### config.mk
export PLATFORM = sky130hd
export DESIGN_NAME = mtm_alu_serializer_flat
export DESIGN_NICKNAME = d
export VERILOG_FILES = /design/src/rtl/alu_pkg.sv /design/src/rtl/mtm_alu_serializer_if.sv /design/src/rtl/mtm_alu_frame_tx.sv /design/src/rtl/mtm_alu_serializer.sv /design/src/flat_wrapper.sv
export SDC_FILE = /design/constraint.sdc
export NUM_CORES = 1
export LEC_CHECK = 0
export CAP_MARGIN = 20
export CORE_MARGIN = 2
export CORE_UTILIZATION = 45
export DETAILED_ROUTE_END_ITERATION = 10
export GPL_TIMING_DRIVEN = 0
export MAX_ROUTING_LAYER = met4
export PLACE_DENSITY = 0.71
export SLEW_MARGIN = 20
export SYNTH_ARGS = -nofsm -noshare
export SYNTH_HDL_FRONTEND = slang
export SYNTH_SLANG_ARGS = --single-unit
### constraint.sdc
create_clock -name clk -period 2.5 [get_ports clk]
set_input_delay 0.375 -clock clk [delete_from_list [all_inputs] [get_ports clk]]
set_output_delay 0.375 -clock clk [all_outputs]
set_load 0.1 [all_outputs]
### src/rtl/alu_pkg.sv
// Shared constants, types and helpers for the mtm_Alu serial response path.
// crc3 and err_payload are also used by the bench scoreboard.
package alu_pkg;

   localparam int   FRAME_LEN = 11;
   localparam logic FT_DATA   = 1'b0;
   localparam logic FT_CTL    = 1'b1;

   // Bit positions inside the 3-bit err_flags field {ERR_DATA, ERR_CRC, ERR_OP}
   typedef enum logic [1:0] {
      ERR_OP   = 2'd0,
      ERR_CRC  = 2'd1,
      ERR_DATA = 2'd2
   } err_flag_e;

   typedef enum logic {
      IDLE = 1'b0,
      SEND = 1'b1
   } ser_state_e;

   // x^3+x+1, initial value 0, message consumed MSB first
   function automatic logic [2:0] crc3(input logic [36:0] d);
      logic [2:0] c;
      logic       fb;
      c = 3'b000;
      for (int i = 36; i >= 0; i--) begin
         fb = d[i] ^ c[2];
         c  = {c[1:0], 1'b0} ^ (fb ? 3'b011 : 3'b000);
      end
      return c;
   endfunction

   function automatic logic even_parity(input logic [6:0] d);
      return ^d;
   endfunction

   function automatic logic [7:0] err_payload(input logic [2:0] ef);
      return {1'b1, ef, ef, even_parity({1'b1, ef, ef})};
   endfunction

endpackage

### src/rtl/mtm_alu_serializer_if.sv
// Parallel response request bus feeding the serializer.
interface mtm_alu_serializer_if;
   logic        in_valid;
   logic        in_ready;
   logic        in_err;
   logic [31:0] in_c;
   logic [3:0]  in_flags;
   logic [2:0]  in_err_flags;

   modport master (
      output in_valid, in_err, in_c, in_flags, in_err_flags,
      input  in_ready
   );

   modport slave (
      input  in_valid, in_err, in_c, in_flags, in_err_flags,
      output in_ready
   );
endinterface

### src/rtl/mtm_alu_frame_tx.sv
// Single-frame shifter: start, type, payload MSB first, stop. done marks the stop-bit
// cycle so the sequencer can reload without a gap.
module mtm_alu_frame_tx
   import alu_pkg::*;
#(
   parameter int FRAME_LEN = 11
) (
   input  logic       clk,
   input  logic       rst_n,
   input  logic       load,
   input  logic       ftype,
   input  logic [7:0] payload,
   output logic       sout,
   output logic       done
);

   localparam int BC_W = $clog2(FRAME_LEN);

   logic                 busy;
   logic [BC_W-1:0]      bit_cnt;
   logic [FRAME_LEN-2:0] shreg;

   assign done = busy && (bit_cnt == BC_W'(FRAME_LEN - 1));

   // The start bit goes straight onto sout at load; shreg holds what follows it
   always_ff @(posedge clk) begin
      if (!rst_n) begin
         busy    <= 1'b0;
         bit_cnt <= '0;
         shreg   <= '0;
         sout    <= 1'b1;
      end else if (load) begin
         busy    <= 1'b1;
         bit_cnt <= '0;
         shreg   <= (FRAME_LEN-1)'({ftype, payload, 1'b1});
         sout    <= 1'b0;
      end else if (done) begin
         busy    <= 1'b0;
         bit_cnt <= '0;
         shreg   <= '0;
         sout    <= 1'b1;
      end else if (busy) begin
         bit_cnt <= bit_cnt + BC_W'(1);
         shreg   <= shreg << 1;
         sout    <= shreg[FRAME_LEN-2];
      end
   end

endmodule

### src/rtl/mtm_alu_serializer.sv
// Response-side serial transmitter: sequences data frames plus a CRC control frame,
// or a single error control frame, onto sout.
module mtm_alu_serializer
   import alu_pkg::*;
#(
   parameter int FRAME_LEN   = 11,
   parameter int DATA_FRAMES = 4
) (
   input  logic                 clk,
   input  logic                 rst_n,
   mtm_alu_serializer_if.slave  rsp,
   output logic                 sout
);

   localparam int FC_W = $clog2(DATA_FRAMES + 1);

   ser_state_e      state, state_nxt;
   logic [FC_W-1:0] frame_cnt, frame_cnt_nxt;
   logic [31:0]     c_q;
   logic [31:0]     c_shift;
   logic [3:0]      flags_q;
   logic [2:0]      crc_q;
   logic            err_q;
   logic            accept;
   logic            load;
   logic            ftype;
   logic [7:0]      payload;
   logic            done;
   logic            last_frame;

   assign rsp.in_ready = (state == IDLE);
   assign accept       = (state == IDLE) && rsp.in_valid;

   always_comb begin
      state_nxt     = state;
      frame_cnt_nxt = frame_cnt;
      load          = 1'b0;
      ftype         = FT_DATA;
      payload       = '0;
      c_shift       = '0;
      last_frame    = err_q || (frame_cnt == FC_W'(DATA_FRAMES));
      case (state)
         IDLE: begin
            if (rsp.in_valid) begin
               state_nxt     = SEND;
               frame_cnt_nxt = '0;
               load          = 1'b1;
               if (rsp.in_err) begin
                  ftype   = FT_CTL;
                  payload = err_payload(rsp.in_err_flags);
               end else begin
                  payload = rsp.in_c[31:24];
               end
            end
         end
         SEND: begin
            if (done) begin
               if (last_frame) begin
                  state_nxt = IDLE;
               end else begin
                  frame_cnt_nxt = frame_cnt + FC_W'(1);
                  load          = 1'b1;
                  // Next frame is chosen from the captured word, never the live inputs
                  if (frame_cnt_nxt == FC_W'(DATA_FRAMES)) begin
                     ftype   = FT_CTL;
                     payload = {1'b0, flags_q, crc_q};
                  end else begin
                     c_shift = c_q << (8 * frame_cnt_nxt);
                     payload = c_shift[31:24];
                  end
               end
            end
         end
         default: state_nxt = IDLE;
      endcase
   end

   always_ff @(posedge clk) begin
      if (!rst_n) begin
         state     <= IDLE;
         frame_cnt <= '0;
         err_q     <= 1'b0;
      end else begin
         state     <= state_nxt;
         frame_cnt <= frame_cnt_nxt;
         if (accept) begin
            err_q <= rsp.in_err;
         end
      end
   end

   // Payload capture; contents are don't-care until the next accept
   always_ff @(posedge clk) begin
      if (accept) begin
         c_q     <= rsp.in_c;
         flags_q <= rsp.in_flags;
         crc_q   <= crc3({rsp.in_c, 1'b0, rsp.in_flags});
      end
   end

   mtm_alu_frame_tx #(
      .FRAME_LEN (FRAME_LEN)
   ) u_frame_tx (
      .clk     (clk),
      .rst_n   (rst_n),
      .load    (load),
      .ftype   (ftype),
      .payload (payload),
      .sout    (sout),
      .done    (done)
   );

endmodule

### src/flat_wrapper.sv
// flat-port wrapper written by rule: the top's interface ports become plain ports
module mtm_alu_serializer_flat import alu_pkg::*;
#(
   parameter int FRAME_LEN   = 11,
   parameter int DATA_FRAMES = 4
)
  (clk, rst_n, sout, rsp_in_valid, rsp_in_err, rsp_in_c, rsp_in_flags, rsp_in_err_flags, rsp_in_ready);
  mtm_alu_serializer_if rsp_i ();
  input  logic clk;
  input  logic rst_n;
  output logic sout;
  input wire logic [$bits(rsp_i.in_valid)-1:0] rsp_in_valid;
  input wire logic [$bits(rsp_i.in_err)-1:0] rsp_in_err;
  input wire logic [$bits(rsp_i.in_c)-1:0] rsp_in_c;
  input wire logic [$bits(rsp_i.in_flags)-1:0] rsp_in_flags;
  input wire logic [$bits(rsp_i.in_err_flags)-1:0] rsp_in_err_flags;
  output wire logic [$bits(rsp_i.in_ready)-1:0] rsp_in_ready;
  assign rsp_i.in_valid = rsp_in_valid;
  assign rsp_i.in_err = rsp_in_err;
  assign rsp_i.in_c = rsp_in_c;
  assign rsp_i.in_flags = rsp_in_flags;
  assign rsp_i.in_err_flags = rsp_in_err_flags;
  assign rsp_in_ready = rsp_i.in_ready;
  mtm_alu_serializer #(.FRAME_LEN(FRAME_LEN), .DATA_FRAMES(DATA_FRAMES)) u_core (.clk(clk), .rst_n(rst_n), .rsp(rsp_i), .sout(sout));
endmodule
==> run_results.csv, run 1 <==
group,metric,value,unit
run_status,status,"finished clean",
synth,ys_ff_latch,60,
worst_setup_path,start_kind,"flop",
die,dieArea,7182,µm²
sta,relSlewSlack,35.90,%
finish,instances_no_fill,366,
worst_setup_path,timing.rr.start,"u_core.frame_cnt[0]$_SDFFE_PN0P_",
clock_tree,cts_hold_buf,0,
clock_tree,clkSinkCount,60,
detailed_routing,routed_wirelength,6.027,mm
finish,layout_common_cells,"clkdlybuf4s50_1 (44), edfxtp_1 (39), xnor2_1 (29)",
synth,synth_async_sr_flop_share,0,%
finish,fin_nets,332,
clock_tree,clockBufferDepth,2,
grt,grt_max_degree,49,
clock_tree,cts_tree,"built",
worst_setup_path,path_buf_inv,3,
detailed_routing,vias_per_cell,5.366,
die,die_h,84.75,µm
finish,final_common_cell,"clkdlybuf4s50_1",
synth,syn_nets,278,
detailed_routing,drc_errors,0,
worst_setup_path,reg2reg_slack,0.27,ns
hold_path,min_delay_worst_endpoint,"u_core.err_q$_SDFFE_PN0P_",
grt,grt_usage,18.91,%
clock_tree,path_clk_slew,0.07,ns
synth,synthFlopType,"edfxtp_1",
clock_tree,cts-root-buf,"clkbuf_8",
worst_setup_path,worst_path_most_repeated_cell,"buf_2",
sta,fin_tns_setup,0,ns
power_and_ir_drop,p_leak,1.330,nW
sta,final_hold_viol_count,0,
synth,synth_top_cell_by_area,"edfxtp_1",
synth,syn_area_per_cell,12.76,µm²
synth,netlist_area,2934,µm²
die,start_util,46.47,%
sta,fmax,0.4491,GHz
power_and_ir_drop,powerDensity,736.1,nW/µm²
clock_tree,htreeDepth,3,
synth,yosys.cell_types.count,41,
power_and_ir_drop,ir_drop,0.0005135,V
clock_tree,clkLatencyLatePin,0.34,ns
synth,synth_edf_count,39,
sta,worstMarginPinSlew,0.9585,ns
placement,dp.cells,351,
finish,drive_gt1_share,10.73,%
grt,grt-ovfl-total,0,
sta,slew_viol_final,0,
worst_setup_path,path_depth,8,
grt,grt_pass1_vias,1938,
worst_setup_path,worst-path-max-fanout,10,
synth,yosysWarnings,0,
die,die_width,84.75,µm
placement,port_buffers,44,
sta,period_share,89.07,%
synth,yosysTopAreaCellShare,39.91,%
flow_run,cap_viol_max_count,0,
worst_setup_path,timing.rr.end,"u_core.u_frame_tx.shreg[6]$_SDFFE_PN0P_",
worst_setup_path,critPathTopFamily,"compound AO/OA/AOI/OAI gates",
synth,synthCells,230,
sta,grt_setup_unrepaired,"no",
clock_tree,cts_buffers,9,
synth,synthTopCellsByArea,"edfxtp_1 (40%), dfxtp_1 (14%), xnor2_1 (8.7%)",
sta,setup_viol,0,
worst_setup_path,cp_slowest_cell,"a211oi_2",
hold_path,hold_class,"flop to flop",
hold_path,hp-start,"u_core.err_q$_SDFFE_PN0P_",
hold_path,min_path_cells,2,
finish,nFillCells,555,
worst_setup_path,path_cells,"buf_2 -> inv_1 -> ha_1 -> a211oi_2 -> and3_1 -> buf_2 -> a222oi_1 -> a21oi_1",
placement,dpl_worst_slack,-0.2464,ns
sta,clock_skew,0.008590,ns
detailed_routing,post_drt_wl_per_cell,16.47,µm
die,num_rows,29,
die,num_io_pins,45,
finish,n_antenna_cell,0,
detailed_routing,vias,1964,
detailed_routing,ant_nets,0,
worst_setup_path,end_kind,"flop",
finish,final-seq-area,1592,µm²
worst_setup_path,crit_required,2.77,ns
detailed_routing,drtIter0Drc,149,
worst_setup_path,reg2reg_depth,8,
sta,fin_ws,0.2732,ns
grt,grt_antenna_before_repair,0,
finish,multi_input_area,1286,µm²
worst_setup_path,slowest_delay,0.43,ns
die,core-area,6314,µm²
sta,layout_min_cycle_time,2.227,ns
clock_tree,cts_post_setup_buffers_inserted,0,
worst_setup_path,crit_type,"flop to flop",
worst_setup_path,worstPathArrival,2.49,ns
synth,ys_seq_area_share,54.24,%
placement,gp_congestion,0.8183,
placement,place_hpwl,4.246,mm
grt,grt_first_pass_wirelength,9.894,mm
detailed_routing,dr.pass1.iters,6,
finish,syn_to_final_growth,26.10,%
## cell usage after synthesis (4+ instances only)
master / n
ha_1: 5
inv_1: 5
xnor2_1: 29
nand2_1: 16
nor2b_1: 7
nand2b_1: 7
clkbuf_1: 5
o21ai_0: 7
nor2_1: 11
a222oi_1: 4
xor2_1: 11
mux4_2: 8
nand3_1: 5
dfxtp_1: 21
edfxtp_1: 39
a21oi_1: 10
## worst register-to-register path, cell delays in order, from the launching register on
cell and delay (ns):
dfxtp_1 0.35, buf_2 0.34, inv_1 0.08, ha_1 0.24, a211oi_2 0.43, and3_1 0.23
buf_2 0.21, a222oi_1 0.13, a21oi_1 0.14
## power breakdown
part / total (mW) / internal [mW] / leakage, nW / switching, mW
logic: 0.502 / 0.266 / 0.672 / 0.236
clock network: 1.03 / 0.648 / 0.113 / 0.380
registers: 1.19 / 1.17 / 0.545 / 0.0278
total: 2.72 / 2.08 / 1.33 / 0.644
## per-stage QoR
step	power, mW	utilization (%)	cell area [µm²]	hold WS, ns
5_1_grt	2.835	58.60	3700	0.5222
4_1_cts	2.739	58.62	3701	0.4639
3_3_place_gp	1.710	54.99	3472	0.4465
6_report	2.723	58.60	3700	0.4611
3_5_place_dp	1.717	54.99	3472	0.4547
2_1_floorplan	1.558	-	2935	0.4383
## per-layer routing
layer / track usage (%) / share of wire (%)
met5: - / 0
met4: 7.792 / 2.0
met3: 5.015 / 5.1
met2: 28.70 / 48
met1: 24.13 / 45
## final cells by class
cell class / count / area share, %
sequential: 60 / 43.02
multi-input combinational: 156 / 34.76
timing repair buffer: 44 / 11.90
clock buffer: 9 / 3.348
clock inverter: 7 / 2.841
tap: 77 / 2.604
buffer: 8 / 1.015
inverter: 5 / 0.5073
## registers in the layout, summed over array words and instances, names as in the netlist
| signal | flops |
|---|---|
| u_core.c_q | 32 |
| u_core.err_q | 1 |
| u_core.state | 1 |
| u_core.u_frame_tx.shreg | 10 |
| u_core.flags_q | 4 |
| u_core.crc_q | 3 |
| u_core.u_frame_tx.sout | 1 |
| u_core.u_frame_tx.bit_cnt | 4 |
| u_core.u_frame_tx.busy | 1 |
| u_core.frame_cnt | 3 |
## kinds of logic after synthesis
| logic type | share of synthesized area, % |
|---|---|
| buf+inv | 1.919 |
| compound gates | 9.339 |
| mux | 7.207 |
| fa+ha+maj | 2.132 |
| xor+xnor | 14.80 |
| simple gates | 10.36 |
| flops | 54.24 |
## how the worst max path moves through the flow
| stage | slack [ns] | endpoint | startpoint |
|---|---|---|---|
| after CTS | 0.03 | u_core.u_frame_tx.shreg[5]$_SDFFE_PN0P_ | u_core.frame_cnt[0]$_SDFFE_PN0P_ |
| final | 0.27 | u_core.u_frame_tx.shreg[6]$_SDFFE_PN0P_ | u_core.frame_cnt[0]$_SDFFE_PN0P_ |
| after global placement | -0.20 | u_core.u_frame_tx.shreg[6]$_SDFFE_PN0P_ | rsp_in_valid |
| after global routing | 0.03 | u_core.u_frame_tx.shreg[2]$_SDFFE_PN0P_ | u_core.frame_cnt[0]$_SDFFE_PN0P_ |
| after detailed placement | -0.25 | u_core.u_frame_tx.shreg[6]$_SDFFE_PN0P_ | rsp_in_valid |
| after floorplan | 0.48 | u_core.u_frame_tx.shreg[5]$_SDFFE_PN0P_ | u_core.frame_cnt[0]$_SDFFE_PN0P_ |
## timing repair
| item | 4_1_cts | 5_1_grt |
|---|---|---|
| setup endpoints to repair | 0 | 5 |
| hold endpoints to repair | 0 | 0 |
| resized for setup | 0 | 1 |
Note: power is estimated with default switching activity, not from simulation.
==> run 2, diff against run 1 <==
--- a/config.mk
+++ b/config.mk
@@ -5,13 +5,14 @@
 export SDC_FILE = /design/constraint.sdc
 export NUM_CORES = 1
 export LEC_CHECK = 0
-export CAP_MARGIN = 20
+export CAP_MARGIN = 5
 export CORE_MARGIN = 2
 export CORE_UTILIZATION = 45
 export DETAILED_ROUTE_END_ITERATION = 10
 export GPL_TIMING_DRIVEN = 0
 export MAX_ROUTING_LAYER = met4
 export PLACE_DENSITY = 0.71
+export SKIP_CTS_REPAIR_TIMING = 1
 export SLEW_MARGIN = 20
 export SYNTH_ARGS = -nofsm -noshare
 export SYNTH_HDL_FRONTEND = slang
==> results of run 2 <==
The final DEF is identical to that of run 1; final timing and power are the same.
